$ cat config.mk
export PLATFORM = sky130hd
export DESIGN_NAME = fp_round_unit_flat
export DESIGN_NICKNAME = d
export VERILOG_FILES = /design/src/rtl/fpu_pkg.sv /design/src/rtl/fp_round_unit_if.sv /design/src/rtl/fp_grs_extract.sv /design/src/rtl/fp_round_unit.sv /design/src/flat_wrapper.sv
export SDC_FILE = /design/constraint.sdc
export NUM_CORES = 1
export LEC_CHECK = 0
export ABC_CLOCK_PERIOD_IN_PS = 6200
export BUFFER_PORTS_ARGS = -buffer_cell sky130_fd_sc_hd__buf_2
export CAP_MARGIN = 10
export CELL_PAD_IN_SITES_DETAIL_PLACEMENT = 2
export CELL_PAD_IN_SITES_GLOBAL_PLACEMENT = 2
export CORE_ASPECT_RATIO = 0.6
export CORE_MARGIN = 4
export CORE_UTILIZATION = 33
export DETAILED_ROUTE_END_ITERATION = 10
export GPL_ROUTABILITY_DRIVEN = 0
export HOLD_SLACK_MARGIN = 0.15
export PLACE_DENSITY = 0.95
export REMOVE_ABC_BUFFERS = 1
export SYNTH_ARGS = -nofsm -noshare
export SYNTH_HDL_FRONTEND = slang
export SYNTH_SLANG_ARGS = --single-unit
export TNS_END_PERCENT = 10
$ cat constraint.sdc
create_clock -name clk -period 6.2 [get_ports clk]
set_input_delay 1.24 -clock clk [delete_from_list [all_inputs] [get_ports clk]]
set_output_delay 1.24 -clock clk [all_outputs]
set_load 0.02 [all_outputs]
$ cat src/rtl/fpu_pkg.sv
// Shared FPU types: rounding modes, default field widths and the
// stage-1 payload carried between extraction and rounding.
package fpu_pkg;

  localparam int unsigned DEF_MAN_W = 23;
  localparam int unsigned DEF_EXP_W = 8;
  localparam int unsigned KEPT_W    = DEF_MAN_W + 1;
  localparam int unsigned PEXP_W    = DEF_EXP_W + 2;

  typedef enum logic [1:0] {
    RM_RNE = 2'b00,
    RM_RTZ = 2'b01,
    RM_RUP = 2'b10,
    RM_RDN = 2'b11
  } rmode_e;

  // Payload fields are sized for the default format
  typedef struct packed {
    logic [KEPT_W-1:0] kept;
    logic              l;
    logic              g;
    logic              s;
    logic [PEXP_W-1:0] exp;
    logic              sign;
    rmode_e            rmode;
    logic              err;
  } s1_payload_t;

  // Round-increment decision from LSB/guard/sticky and sign
  function automatic logic round_inc(input rmode_e rm, input logic l, input logic g,
                                     input logic s, input logic sign);
    logic inc;
    inc = 1'b0;
    case (rm)
      RM_RNE:  inc = g & (s | l);
      RM_RTZ:  inc = 1'b0;
      RM_RUP:  inc = (g | s) & ~sign;
      RM_RDN:  inc = (g | s) & sign;
      default: inc = 1'b0;
    endcase
    return inc;
  endfunction

endpackage

$ cat src/rtl/fp_round_unit_if.sv
// Valid/ready bus between the significand multiplier, the rounding unit
// and result packing.
interface fp_round_unit_if #(
  parameter int unsigned MAN_W = fpu_pkg::DEF_MAN_W,
  parameter int unsigned EXP_W = fpu_pkg::DEF_EXP_W
);
  localparam int unsigned PROD_W = 2 * MAN_W + 2;

  logic              in_valid;
  logic              in_ready;
  logic [PROD_W-1:0] product;
  logic [EXP_W:0]    exp_in;
  logic              sign_in;
  logic [1:0]        rmode;
  logic              rerror;
  logic              out_valid;
  logic              out_ready;
  logic [MAN_W-1:0]  man_out;
  logic [EXP_W-1:0]  exp_out;
  logic              sign_out;
  logic              inexact;
  logic              overflow;
  logic              err_out;

  modport master (
    output in_valid, product, exp_in, sign_in, rmode, rerror, out_ready,
    input  in_ready, out_valid, man_out, exp_out, sign_out, inexact, overflow, err_out
  );

  modport slave (
    input  in_valid, product, exp_in, sign_in, rmode, rerror, out_ready,
    output in_ready, out_valid, man_out, exp_out, sign_out, inexact, overflow, err_out
  );

endinterface

$ cat src/rtl/fp_grs_extract.sv
// Normalisation-shift detection and LSB/guard/sticky extraction from the
// raw significand product.
module fp_grs_extract
  import fpu_pkg::*;
#(
  parameter  int unsigned MAN_W  = DEF_MAN_W,
  localparam int unsigned PROD_W = 2 * MAN_W + 2
) (
  input  logic [PROD_W-1:0] product,
  output logic              shift_c,
  output logic [MAN_W:0]    kept_c,
  output logic              l_c,
  output logic              g_c,
  output logic              s_c
);

  always_comb begin
    shift_c = product[PROD_W-1];
    kept_c  = '0;
    l_c     = 1'b0;
    g_c     = 1'b0;
    s_c     = 1'b0;
    if (shift_c) begin
      kept_c = product[PROD_W-1:MAN_W+1];
      l_c    = product[MAN_W+1];
      g_c    = product[MAN_W];
      s_c    = |product[MAN_W-1:0];
    end else begin
      kept_c = product[PROD_W-2:MAN_W];
      l_c    = product[MAN_W];
      g_c    = product[MAN_W-1];
      s_c    = |product[MAN_W-2:0];
    end
  end

endmodule

$ cat src/rtl/fp_round_unit.sv
// Two-stage rounding unit for the multiply path: extract L/G/S, round,
// renormalise and flag. FP_ROUND_MODES_EN enables per-beat rmode selection.
module fp_round_unit
  import fpu_pkg::*;
#(
  parameter int unsigned MAN_W = DEF_MAN_W,
  parameter int unsigned EXP_W = DEF_EXP_W
) (
  input  logic          clk,
  input  logic          rst,
  fp_round_unit_if.slave bus
);

  localparam int unsigned SUM_W  = MAN_W + 2;
  localparam int unsigned EXPX_W = EXP_W + 2;
  localparam logic [EXPX_W-1:0] EXP_INF = EXPX_W'((1 << EXP_W) - 1);

  logic             shift_c;
  logic [MAN_W:0]   kept_c;
  logic             l_c;
  logic             g_c;
  logic             s_c;

  s1_payload_t      s1_d;
  s1_payload_t      s1_q;
  logic             s1_v;
  logic             adv;

  logic [MAN_W:0]   kept2;
  logic             inc;
  logic [SUM_W-1:0] sum;
  logic             carry;
  logic             unused_hidden;
  logic [MAN_W-1:0] man_sum;
  logic [EXPX_W-1:0] exp_f;
  logic [MAN_W-1:0] man_d;
  logic [EXP_W-1:0] exp_d;
  logic             inx_d;
  logic             ovf_d;
  logic             err_d;

  logic             out_valid_q;
  logic [MAN_W-1:0] man_q;
  logic [EXP_W-1:0] exp_q;
  logic             sign_q;
  logic             inx_q;
  logic             ovf_q;
  logic             err_q;

  fp_grs_extract #(.MAN_W(MAN_W)) u_grs (
    .product (bus.product),
    .shift_c (shift_c),
    .kept_c  (kept_c),
    .l_c     (l_c),
    .g_c     (g_c),
    .s_c     (s_c)
  );

  // Whole pipe advances together; a stalled output freezes both stages
  assign adv          = ~out_valid_q | bus.out_ready;
  assign bus.in_ready = adv;

  always_comb begin
    s1_d       = '0;
    s1_d.kept  = KEPT_W'(kept_c);
    s1_d.l     = l_c;
    s1_d.g     = g_c;
    s1_d.s     = s_c;
    s1_d.exp   = PEXP_W'(EXPX_W'(bus.exp_in) + EXPX_W'(shift_c));
    s1_d.sign  = bus.sign_in;
    s1_d.err   = bus.rerror;
`ifdef FP_ROUND_MODES_EN
    s1_d.rmode = rmode_e'(bus.rmode);
`else
    s1_d.rmode = RM_RNE;
`endif
  end

`ifndef FP_ROUND_MODES_EN
  logic unused_rmode;
  assign unused_rmode = ^bus.rmode;
`endif

  always_ff @(posedge clk) begin
    if (rst) begin
      s1_v <= 1'b0;
      s1_q <= '0;
    end else if (adv) begin
      s1_v <= bus.in_valid;
      if (bus.in_valid) s1_q <= s1_d;
    end
  end

  // Round, renormalise on carry-out, then saturate to infinity
  always_comb begin
    kept2 = (MAN_W + 1)'(s1_q.kept);
    inc   = round_inc(s1_q.rmode, s1_q.l, s1_q.g, s1_q.s, s1_q.sign);
    sum   = SUM_W'(kept2) + SUM_W'(inc);
    {carry, unused_hidden, man_sum} = sum;
    exp_f = EXPX_W'(s1_q.exp) + EXPX_W'(carry);
    man_d = '0;
    exp_d = '0;
    inx_d = 1'b0;
    ovf_d = 1'b0;
    err_d = 1'b0;
    if (s1_q.err) begin
      err_d = 1'b1;
    end else if (exp_f >= EXP_INF) begin
      exp_d = '1;
      inx_d = 1'b1;
      ovf_d = 1'b1;
    end else begin
      man_d = man_sum;
      exp_d = exp_f[EXP_W-1:0];
      inx_d = s1_q.g | s1_q.s;
    end
  end

  always_ff @(posedge clk) begin
    if (rst) begin
      out_valid_q <= 1'b0;
      man_q       <= '0;
      exp_q       <= '0;
      sign_q      <= 1'b0;
      inx_q       <= 1'b0;
      ovf_q       <= 1'b0;
      err_q       <= 1'b0;
    end else if (adv) begin
      out_valid_q <= s1_v;
      if (s1_v) begin
        man_q  <= man_d;
        exp_q  <= exp_d;
        sign_q <= s1_q.sign;
        inx_q  <= inx_d;
        ovf_q  <= ovf_d;
        err_q  <= err_d;
      end
    end
  end

  assign bus.out_valid = out_valid_q;
  assign bus.man_out   = man_q;
  assign bus.exp_out   = exp_q;
  assign bus.sign_out  = sign_q;
  assign bus.inexact   = inx_q;
  assign bus.overflow  = ovf_q;
  assign bus.err_out   = err_q;

endmodule
$ cat src/flat_wrapper.sv
// flat-port wrapper written by rule: the top's interface ports become plain ports
module fp_round_unit_flat import fpu_pkg::*;
#(
  parameter int unsigned MAN_W = DEF_MAN_W,
  parameter int unsigned EXP_W = DEF_EXP_W
)
  (clk, rst, bus_in_valid, bus_product, bus_exp_in, bus_sign_in, bus_rmode, bus_rerror, bus_out_ready, bus_in_ready, bus_out_valid, bus_man_out, bus_exp_out, bus_sign_out, bus_inexact, bus_overflow, bus_err_out);
  fp_round_unit_if #(.MAN_W(MAN_W), .EXP_W(EXP_W)) bus_i ();
  input  logic clk;
  input  logic rst;
  input wire logic [$bits(bus_i.in_valid)-1:0] bus_in_valid;
  input wire logic [$bits(bus_i.product)-1:0] bus_product;
  input wire logic [$bits(bus_i.exp_in)-1:0] bus_exp_in;
  input wire logic [$bits(bus_i.sign_in)-1:0] bus_sign_in;
  input wire logic [$bits(bus_i.rmode)-1:0] bus_rmode;
  input wire logic [$bits(bus_i.rerror)-1:0] bus_rerror;
  input wire logic [$bits(bus_i.out_ready)-1:0] bus_out_ready;
  output wire logic [$bits(bus_i.in_ready)-1:0] bus_in_ready;
  output wire logic [$bits(bus_i.out_valid)-1:0] bus_out_valid;
  output wire logic [$bits(bus_i.man_out)-1:0] bus_man_out;
  output wire logic [$bits(bus_i.exp_out)-1:0] bus_exp_out;
  output wire logic [$bits(bus_i.sign_out)-1:0] bus_sign_out;
  output wire logic [$bits(bus_i.inexact)-1:0] bus_inexact;
  output wire logic [$bits(bus_i.overflow)-1:0] bus_overflow;
  output wire logic [$bits(bus_i.err_out)-1:0] bus_err_out;
  assign bus_i.in_valid = bus_in_valid;
  assign bus_i.product = bus_product;
  assign bus_i.exp_in = bus_exp_in;
  assign bus_i.sign_in = bus_sign_in;
  assign bus_i.rmode = bus_rmode;
  assign bus_i.rerror = bus_rerror;
  assign bus_i.out_ready = bus_out_ready;
  assign bus_in_ready = bus_i.in_ready;
  assign bus_out_valid = bus_i.out_valid;
  assign bus_man_out = bus_i.man_out;
  assign bus_exp_out = bus_i.exp_out;
  assign bus_sign_out = bus_i.sign_out;
  assign bus_inexact = bus_i.inexact;
  assign bus_overflow = bus_i.overflow;
  assign bus_err_out = bus_i.err_out;
  fp_round_unit #(.MAN_W(MAN_W), .EXP_W(EXP_W)) u_core (.clk(clk), .rst(rst), .bus(bus_i));
endmodule
==> results of run 1 <==
## critical path, delay by kind of cell, from the launching register on
family,cells,cell delay [ns]
AO/OA/AOI/OAI,4,0.95
adder cells (fa/ha/maj),3,0.83
flip-flops,1,0.36
AND/OR/NAND/NOR,6,2.09
## layout make-up
type	instances	area (um^2)	area share
Sequential cell	75	1501	0.3264
Tap cell	139	173.9	0.03780
Clock buffer	11	232.7	0.05058
Inverter	4	15.01	0.003264
Multi-Input combinational cell	321	2082	0.4525
Clock inverter	5	77.57	0.01686
Timing Repair Buffer	101	518.0	0.1126
## logic make-up (layout without fill, tap and decap cells)
| kind of cell | Yosys count | after routing |
|---|---|---|
| AO/OA/AOI/OAI | 91 | 91 |
| XOR/XNOR | 36 | 36 |
| adder cells (fa/ha/maj) | 6 | 6 |
| buffers and inverters | 34 | 121 |
| flip-flops | 75 | 75 |
| multiplexers | 24 | 24 |
| AND/OR/NAND/NOR | 164 | 164 |
## Yosys cell counts (6+ instances only)
cell type | number | area [um^2]
o22ai_1 | 9 | 56.30
nand2_1 | 50 | 187.7
buf_2 | 6 | 30.03
o21ai_2 | 20 | 175.2
a21oi_1 | 15 | 75.07
nor3_1 | 14 | 70.07
clkbuf_1 | 20 | 75.07
nor2_1 | 42 | 157.7
xnor2_1 | 22 | 192.7
dfxtp_1 | 75 | 1501
ha_1 | 6 | 75.07
xor2_1 | 14 | 122.6
nand3_1 | 18 | 90.09
nand4_1 | 9 | 56.30
mux2i_1 | 24 | 240.2
nor4_1 | 6 | 37.54
and3_1 | 7 | 43.79
a211oi_1 | 33 | 247.7
## cells in the final DEF, fill, tap and decap left out, drive strengths merged, types with 16 or more instances in the layout
cell / synthesis / final
a211oi: 33 / 33
a21oi: 16 / 16
buf: 10 / 101
dfxtp: 75 / 75
mux2i: 24 / 24
nand2: 51 / 51
nand3: 18 / 18
nor2: 42 / 42
o21ai: 25 / 25
xnor2: 22 / 22
## through the flow
step / instance area, um^2 / instances / total power [W] / util
after floorplan: 3593 / 400 / 0.0006335 / -
after global placement: 4275 / 639 / 0.0006969 / 0.3954
after detailed placement: 4275 / 639 / 0.0007112 / 0.3954
after CTS: 4586 / 655 / 0.001266 / 0.4241
after global routing: 4601 / 656 / 0.001310 / 0.4255
final: 4601 / 656 / 0.001257 / 0.4255
## power groups by stage
stage	registers (W)	logic [W]	clock network, W
after floorplan	0.000554	0.0000793	0
after global placement	0.000550	0.000147	0
after detailed placement	0.000554	0.000157	0
after CTS	0.000544	0.000159	0.000563
after global routing	0.000549	0.000175	0.000586
final	0.000544	0.000158	0.000555
## sequential cells by signal (all words and copies together), names as in the netlist
signal and count:
u_core.bus.overflow 1, u_core.bus.sign_out 1, u_core.bus.man_out 23, u_core.bus.exp_out 8
u_core.s1_v 1, u_core.bus.out_valid 1, u_core.s1_q 14, u_core.bus.inexact 1
u_core.kept2 24, u_core.bus.err_out 1
## worst min-delay path by stage
stage	from	endpoint	slack [ns]
6_report	u_core.bus.man_out[15]	u_core.bus.man_out[15]	0.45
5_1_grt	u_core.bus.man_out[18]	u_core.bus.man_out[18]	0.48
4_1_cts	u_core.bus.man_out[15]	u_core.bus.man_out[15]	0.46
3_5_place_dp	u_core.bus.man_out[15]	u_core.bus.man_out[15]	0.44
3_3_place_gp	u_core.bus.man_out[22]	u_core.bus.man_out[22]	0.43
2_1_floorplan	u_core.s1_q[3]	u_core.s1_q[3]	0.43
## routing by layer
| metal | vias to the layer above | GRT usage |
|---|---|---|
| li1 | 1693 | - |
| met1 | 1684 | 0.2397 |
| met2 | 92 | 0.3130 |
| met3 | 15 | 0.04112 |
| met4 | 0 | 0.06003 |
| met5 | - | 0 |
==> results summary, run 1 <==
The post-route DRC violation count is 0. The part of the total power dissipated in combinational logic is 0.126. In the final routed layout, each cell accounts on average for 18.53 um. The number of enable flip-flop cells after synthesis is 0. The final worst clock skew came out at 0.006106 ns.

The net count reported at finish came out at 583. The floorplan die area came out at 13160 um^2. The required arrival time at the worst endpoint is 6.41 ns. The post-cts sizing count is 0. The type of destination of the critical path is a flip-flop. The internal power came out at 0.0009256 W. The sequential group share of total power came out at 0.433.

The final-report max-slew violation count came to 0. The fraction of the mapped netlist area in simple logic gates is 0.2094. The initial core utilization is 0.3459. The final number of setup-violating endpoints is 0.

The level count of the clock H-tree is 3. The fraction of synthesis flops using an asynchronous set or reset pin is 0. The cell sitting at the root of the clock tree is a clkbuf_16.

The count of maximum capacitance violations is 0. Along the worst path, the maximum fanout reaches 23. Global routing finished with a remaining overflow of 0. TritonCTS built the clock tree. The count of filler cells inserted in the layout came out at 1221. Clock-pin slew was measured on the worst setup and hold paths at 0.06 ns. The final count of hold timing violations came out at 0.

The overall track demand over capacity in global routing came out at 0.1867. The number of nets with antenna violations after routing came out at 0. The latest clock arrival within the worst-skew pair is 0.34 ns. Dividing the final minimum period by the clock period gives 0.7036. During I/O placement, the number of pins put on the boundary was 102. The complex-gate fraction of the synthesized area is 0.1773. Each instance of the synthesized netlist takes up on average 8.697 um^2.

The iteration count of the initial detailed-routing pass came out at 4. The amount of wire on met2 after detailed routing is 5682 um. 0 antenna diodes ended up in the layout.

The switching fraction of total power came out at 0.2637. The maximum root-to-sink buffer count is 2. In this run the critical register-to-register path is captured at u_core.bus.man_out[3].

The post-CTS setup buffer count is 0. At the worst endpoint, the arrival time is 4.57 ns. After floorplanning, the core was divided into 29 placement rows. Among the stages of the critical path, the cell type that occurs most often is ha_1. In this run the critical register-to-register path is launched from u_core.kept2[0]. Wires add up to 12150 um.

The HPWL reported at the end of detailed placement came out at 9161 um. Synthesis handed over a netlist of 430 instances. Counting flops and latches in the post-synthesis netlist gives 75.

The Yosys warning count came out at 0. The detailed route wirelength on metal3 is 584 um. The worst setup path is launched from a flip-flop. The die boundary height came out at 90.46 um. The critical path's slowest cell is nor3_1.

For the pin with the worst max-slew slack, the measured transition is 1.046 ns. The netlist area before placement came out at 3740 um^2. The adder-cell share of the synthesized area is 0.02007. In this run the register-to-register setup slack is 1.84 ns. The prevailing post-synth register cell is dfxtp_1.

The global-route wire length before repair came out at 19870 um. After synthesis, the largest family of logic cells by area is simple AND/OR/NAND/NOR gates. The worst pin sits at a relative slew slack of 0.3028. The shortest period the worst path allows is 4.363 ns. The setup total negative slack came out at 0 ns. Routed signal wires occupy layers up through met4.

The signed area change from the synthesized netlist to the final layout is 23.02%. The critical path is of the flip-flop to flip-flop type. The hold buffer count at CTS came out at 0.

The fmax is 229.2 MHz. For this design the ratio of total power to cell area is 273.2 nW/um^2. Entering global routing, the biggest net connects 71 pins. The leakage power summed over all cells is 1.878 nW. The multiplexer share of the synthesized area came out at 0.06424. The met1 layer wirelength in the final routing came out at 5655 um. The launching element of the worst setup path is u_core.kept2[0].

The run finished with clean final reports. The post-route worst setup slack came out at 1.837 ns. The xor and xnor area share after synthesis came out at 0.08431. The delay of the slowest cell on the worst path came out at 0.63 ns. The number of buffers added by the clock tree synthesis step is 9. The net switching power figure is 0.0003315 W. The CTS sink count came out at 75. The distinct cell type count after synthesis is 37. The post-placement setup slack is 1.813 ns.

Walking the worst path, the cells encountered are o21a_1 -> ha_1 -> ha_1 -> nand3_1 -> nor3_1 -> nand4_1 -> nor2_1 -> ha_1 -> nand4_1 -> o21a_1 -> nor3_1 -> a211o_4 -> o21ai_0. The share of post-route cells with drive strength above 1 is 0.2766. The violation count after the first detailed-route iteration is 125. The core region area came out at 10810 um^2. The worst IR drop on VDD is 106.2 uV. The initial antenna violation count came out at 0. The number of port buffers is 99. The clock network power share is 0.442. The worst hold slack across all endpoints came out at 0.4509 ns. The part of the Yosys area used for sequential elements is 0.4015. Detailed routing inserted a total of 3484 vias.

The die is 145.4 um wide. Following the worst setup path forward leads to its endpoint at u_core.bus.man_out[3]. The via count of the first global-routing pass is 3762. The worst hold path passes through 2 cells. The worst-case reg-to-reg path depth came out at 13. The kind of path behind the tightest hold check is flip-flop to flip-flop. Dividing the detail-routed via count by the number of cells gives 5.311. Setup repair after global routing left no endpoint under its margin.
Power figures use the tool's default switching activity.
==> inputs of run 2 (changes only) <==
Settings changed: ABC_AREA set to 1, ABC_CLOCK_PERIOD_IN_PS 6200 to 4450, CORE_UTILIZATION 33 to 29, PLACE_DENSITY 0.95 to 0.91.
Clock period 6.2 ns to 4.45 ns, I/O delays scaled along.
==> run 2 against run 1 <==
Compared with the run above: sequential power is 39% higher; register-to-register slack got worse by 1.4 ns; wire length increased by 34%; clock-buffer cell count stayed put; clock power up 55%; total power increased by 49%; area after synthesis rose by 15%; largest cell class unchanged.
==> results summary, run 2 <==
STA classifies the critical path endpoint as a flip-flop. The critical path is of the flip-flop to flip-flop type. Setup repair after global routing left no endpoint under its margin. The post-route clock period utilization is 0.9045.

The fraction of synthesis flops using an asynchronous set or reset pin is 0. The count of maximum capacitance violations came out at 0. The post-detailed-route via-to-cell ratio came out at 4.919. The number of nets with antenna violations after routing is 0. The maximum number of pins on one net before global-route repair came out at 63. The initial antenna violation count is 0. The worst IR drop on VDD is 126.4 uV. The synthesized design spends more area on one cell type than any other, namely dfxtp_1. Of all nets on the critical path, the largest fanout is 11. Power spread over the standard cell area amounts to 353.2 nW/um^2.

The number of flip-flops under the largest register name is 24. The number of buffers added by the clock tree synthesis step is 9. The global-route wire length before repair is 26120 um.

The latest clock arrival within the worst-skew pair is 0.34 ns. On the critical path, the stage with the largest delay is an instance of nor2_4. The shortest period the worst path allows is 4.025 ns. At the worst endpoint, the required time is 4.71 ns. In the post-synthesis netlist, the biggest area contributors are dfxtp_1 (35%), a21oi_1 (8.7%), nand2_1 (8.4%), nor2_1 (7.0%), inv_1 (6.6%). The number of enable flip-flop cells after synthesis is 0. The violation count after the first detailed-route iteration came out at 150. The delay of the slowest cell on the worst path is 0.39 ns. The number of placement rows came out at 34. The setup total negative slack is 0 ns. The final routed wire length divided by cell count is 17.93 um.

The share of Yosys cell area claimed by the top area cell type is 0.3476. The post-CTS setup buffer count is 0. The leakage power summed over all cells came out at 2.288 nW. The number of vias in the routed layout is 4452. The critical path launch point type is a flip-flop. The slew at the pin closest to its max-slew limit is 1.071 ns. The number of placed I/O pins came out at 102.

In this run the worst hold path is classified as flip-flop to flip-flop. The number of buffers and inverters on the critical path is 3. The CTS sink count came out at 75. The standard cell area after detailed placement is 4955 um^2. The core region is 14550 um^2. By count the netlist is led by nand2_1 (97), nor2_1 (80), inv_1 (76). The die boundary height came out at 102.5 um. Setup violations remaining at the end of the flow were counted as 0. The most common cell in the synthesized netlist is nand2_1.

The via count of the first global-routing pass came out at 4847. For this run, the register share of the synthesized area comes to 0.3476. The detailed route wirelength on metal3 came out at 642 um. The floorplan die area came out at 16970 um^2. The library cell used most frequently in the layout, excluding fill and tap cells, is buf_2. The average cell area after synthesis is 7.057 um^2. The count of filler cells inserted in the layout is 1772. The HPWL reported at the end of detailed placement came out at 11550 um. The net count reported at finish came out at 773. The level count of the clock H-tree is 3.

The finished cells cover 5315 um^2. Across the routed clock network, the largest skew measured is 0.008108 ns. Counting every instance in the synthesized netlist gives 612. The fmax came out at 248.4 MHz. The iteration count of the initial detailed-routing pass came out at 4.

The amount of wire on met2 after detailed routing came out at 7725 um. In this run the tool buffered the top-level ports with 99 buffer cells. The share of post-route cells with drive strength above 1 came out at 0.2687. The critical path goes through inv_1 -> nor2_1 -> ha_1 -> ha_1 -> nand2_1 -> nor2_2 -> inv_1 -> nor3_1 -> nand4_1 -> nor4_2 -> buf_4 -> ha_1 -> nand3_2 -> o21ai_0 -> nand2_1 -> nand3_2 -> nor2_4 -> nor2_4 -> nand3_2 -> a21oi_2. The final-report max-slew violation count came out at 0. The Yosys warning count came out at 0.

The root buffer cell is clkbuf_16. The top routing layer in use is met4. The initial core utilization is 0.2969. The netlist area before placement came out at 4319 um^2. The horizontal extent of the die came out at 165.6 um. For this block, wires on met1 add up to 7728 um. Broken down by cell family, the worst path's largest delay share belongs to simple AND/OR/NAND/NOR gates.

The hold buffer count at CTS is 0. The total overflow left after global routing is 0. The prevailing post-synth register cell is dfxtp_1. The signed area change from the synthesized netlist to the final layout came out at 23.06%.

The final count of hold timing violations was 0. Yosys mapped the design onto 37 distinct sky130hd cell types. The maximum root-to-sink buffer count is 2. The number of antenna diodes in the final layout is 0. Power comes to 0.001877 W. The clock edge transition at the registers on the reported setup and hold paths came out at 0.06 ns. The overall track demand over capacity in global routing came out at 0.1947. The relative slew slack came out at 0.2850. The flow ran to the end, and the final reports show no timing, DRC or antenna violations. The library cells used most frequently in the layout, excluding fill and tap cells, are buf_2 (99), nand2_1 (97), nor2_1 (80).

Counting flops and latches in the post-synthesis netlist gives 75. The post-route DRC violation count is 0. Data on the critical path arrives at its endpoint at 4.29 ns. TritonCTS built the clock tree. The final layout contains routed wiring with a total length of 16230 um.
==> run 2: layout make-up <==
class                   instances  area, um^2  area share
multi-input cells             431        2382      0.4482
flip-flops and latches         75        1501      0.2825
repair buffers                105       540.5      0.1017
inverters                      80       300.3     0.05650
well taps                     198       247.7     0.04661
clock buffers                  11       242.7     0.04567
clock inverters                 5       100.1     0.01883
==> run 2: cells by family after synthesis <==
group | Yosys count | share of synthesized area
adders and majority gates | 6 | 0.01738
and+or+nand+nor | 255 | 0.2906
DFF | 75 | 0.3476
AOI/OAI and AO/OA | 148 | 0.1970
xor gates and xnor gates | 21 | 0.04258
buffers and inverters | 107 | 0.1049
==> run 2: stage by stage <==
| step | setup WS (ns) | instances | util | hold slack [ns] |
|---|---|---|---|---|
| floorplan | 1.280 | 585 | - | 0.4337 |
| global placement | 0.7500 | 888 | 0.3406 | 0.4517 |
| detailed placement | 0.4747 | 888 | 0.3406 | 0.4659 |
| CTS | 0.3071 | 904 | 0.3641 | 0.4752 |
| global route | 0.08741 | 905 | 0.3653 | 0.5114 |
| finish | 0.4248 | 905 | 0.3653 | 0.4692 |
==> run 2: worst paths after layout <==
| check | from | end | slack [ns] | cells after the start |
|---|---|---|---|---|
| worst max-delay path | u_core.s1_q[15] | u_core.bus.man_out[18] | 0.42 | 20 |
| worst min-delay path | u_core.bus.overflow | u_core.bus.overflow | 0.47 | 2 |
| worst max register to register | u_core.s1_q[15] | u_core.bus.man_out[18] | 0.42 | 20 |
| worst min register to register | u_core.bus.overflow | u_core.bus.overflow | 0.47 | 2 |
==> run 2: timing repair <==
item / in CTS / in global routing
endpoints found under the hold margin: 0 / 0
gates resized for setup: 0 / 1
endpoints found under the setup margin: 0 / 23
==> run 2: tightest hold or removal path, stage by stage, from the launching register on <==
cell and delay (ns):
dfxtp_1 0.31, nand2_1 0.06, a21oi_1 0.06
==> run 2: power breakdown <==
part	total, W	switching (W)	internal, W
Combinational	0.000263	0.000174	0.0000891
Clock	0.000861	0.000299	0.000562
Sequential	0.000754	0.0000426	0.000711
Total	0.00188	0.000515	0.00136
==> run 2: layer usage <==
metal	global-route usage	up-vias
li1	-	2173
met1	0.2524	2188
met2	0.3365	77
met3	0.04515	14
met4	0.03866	0
met5	0	-
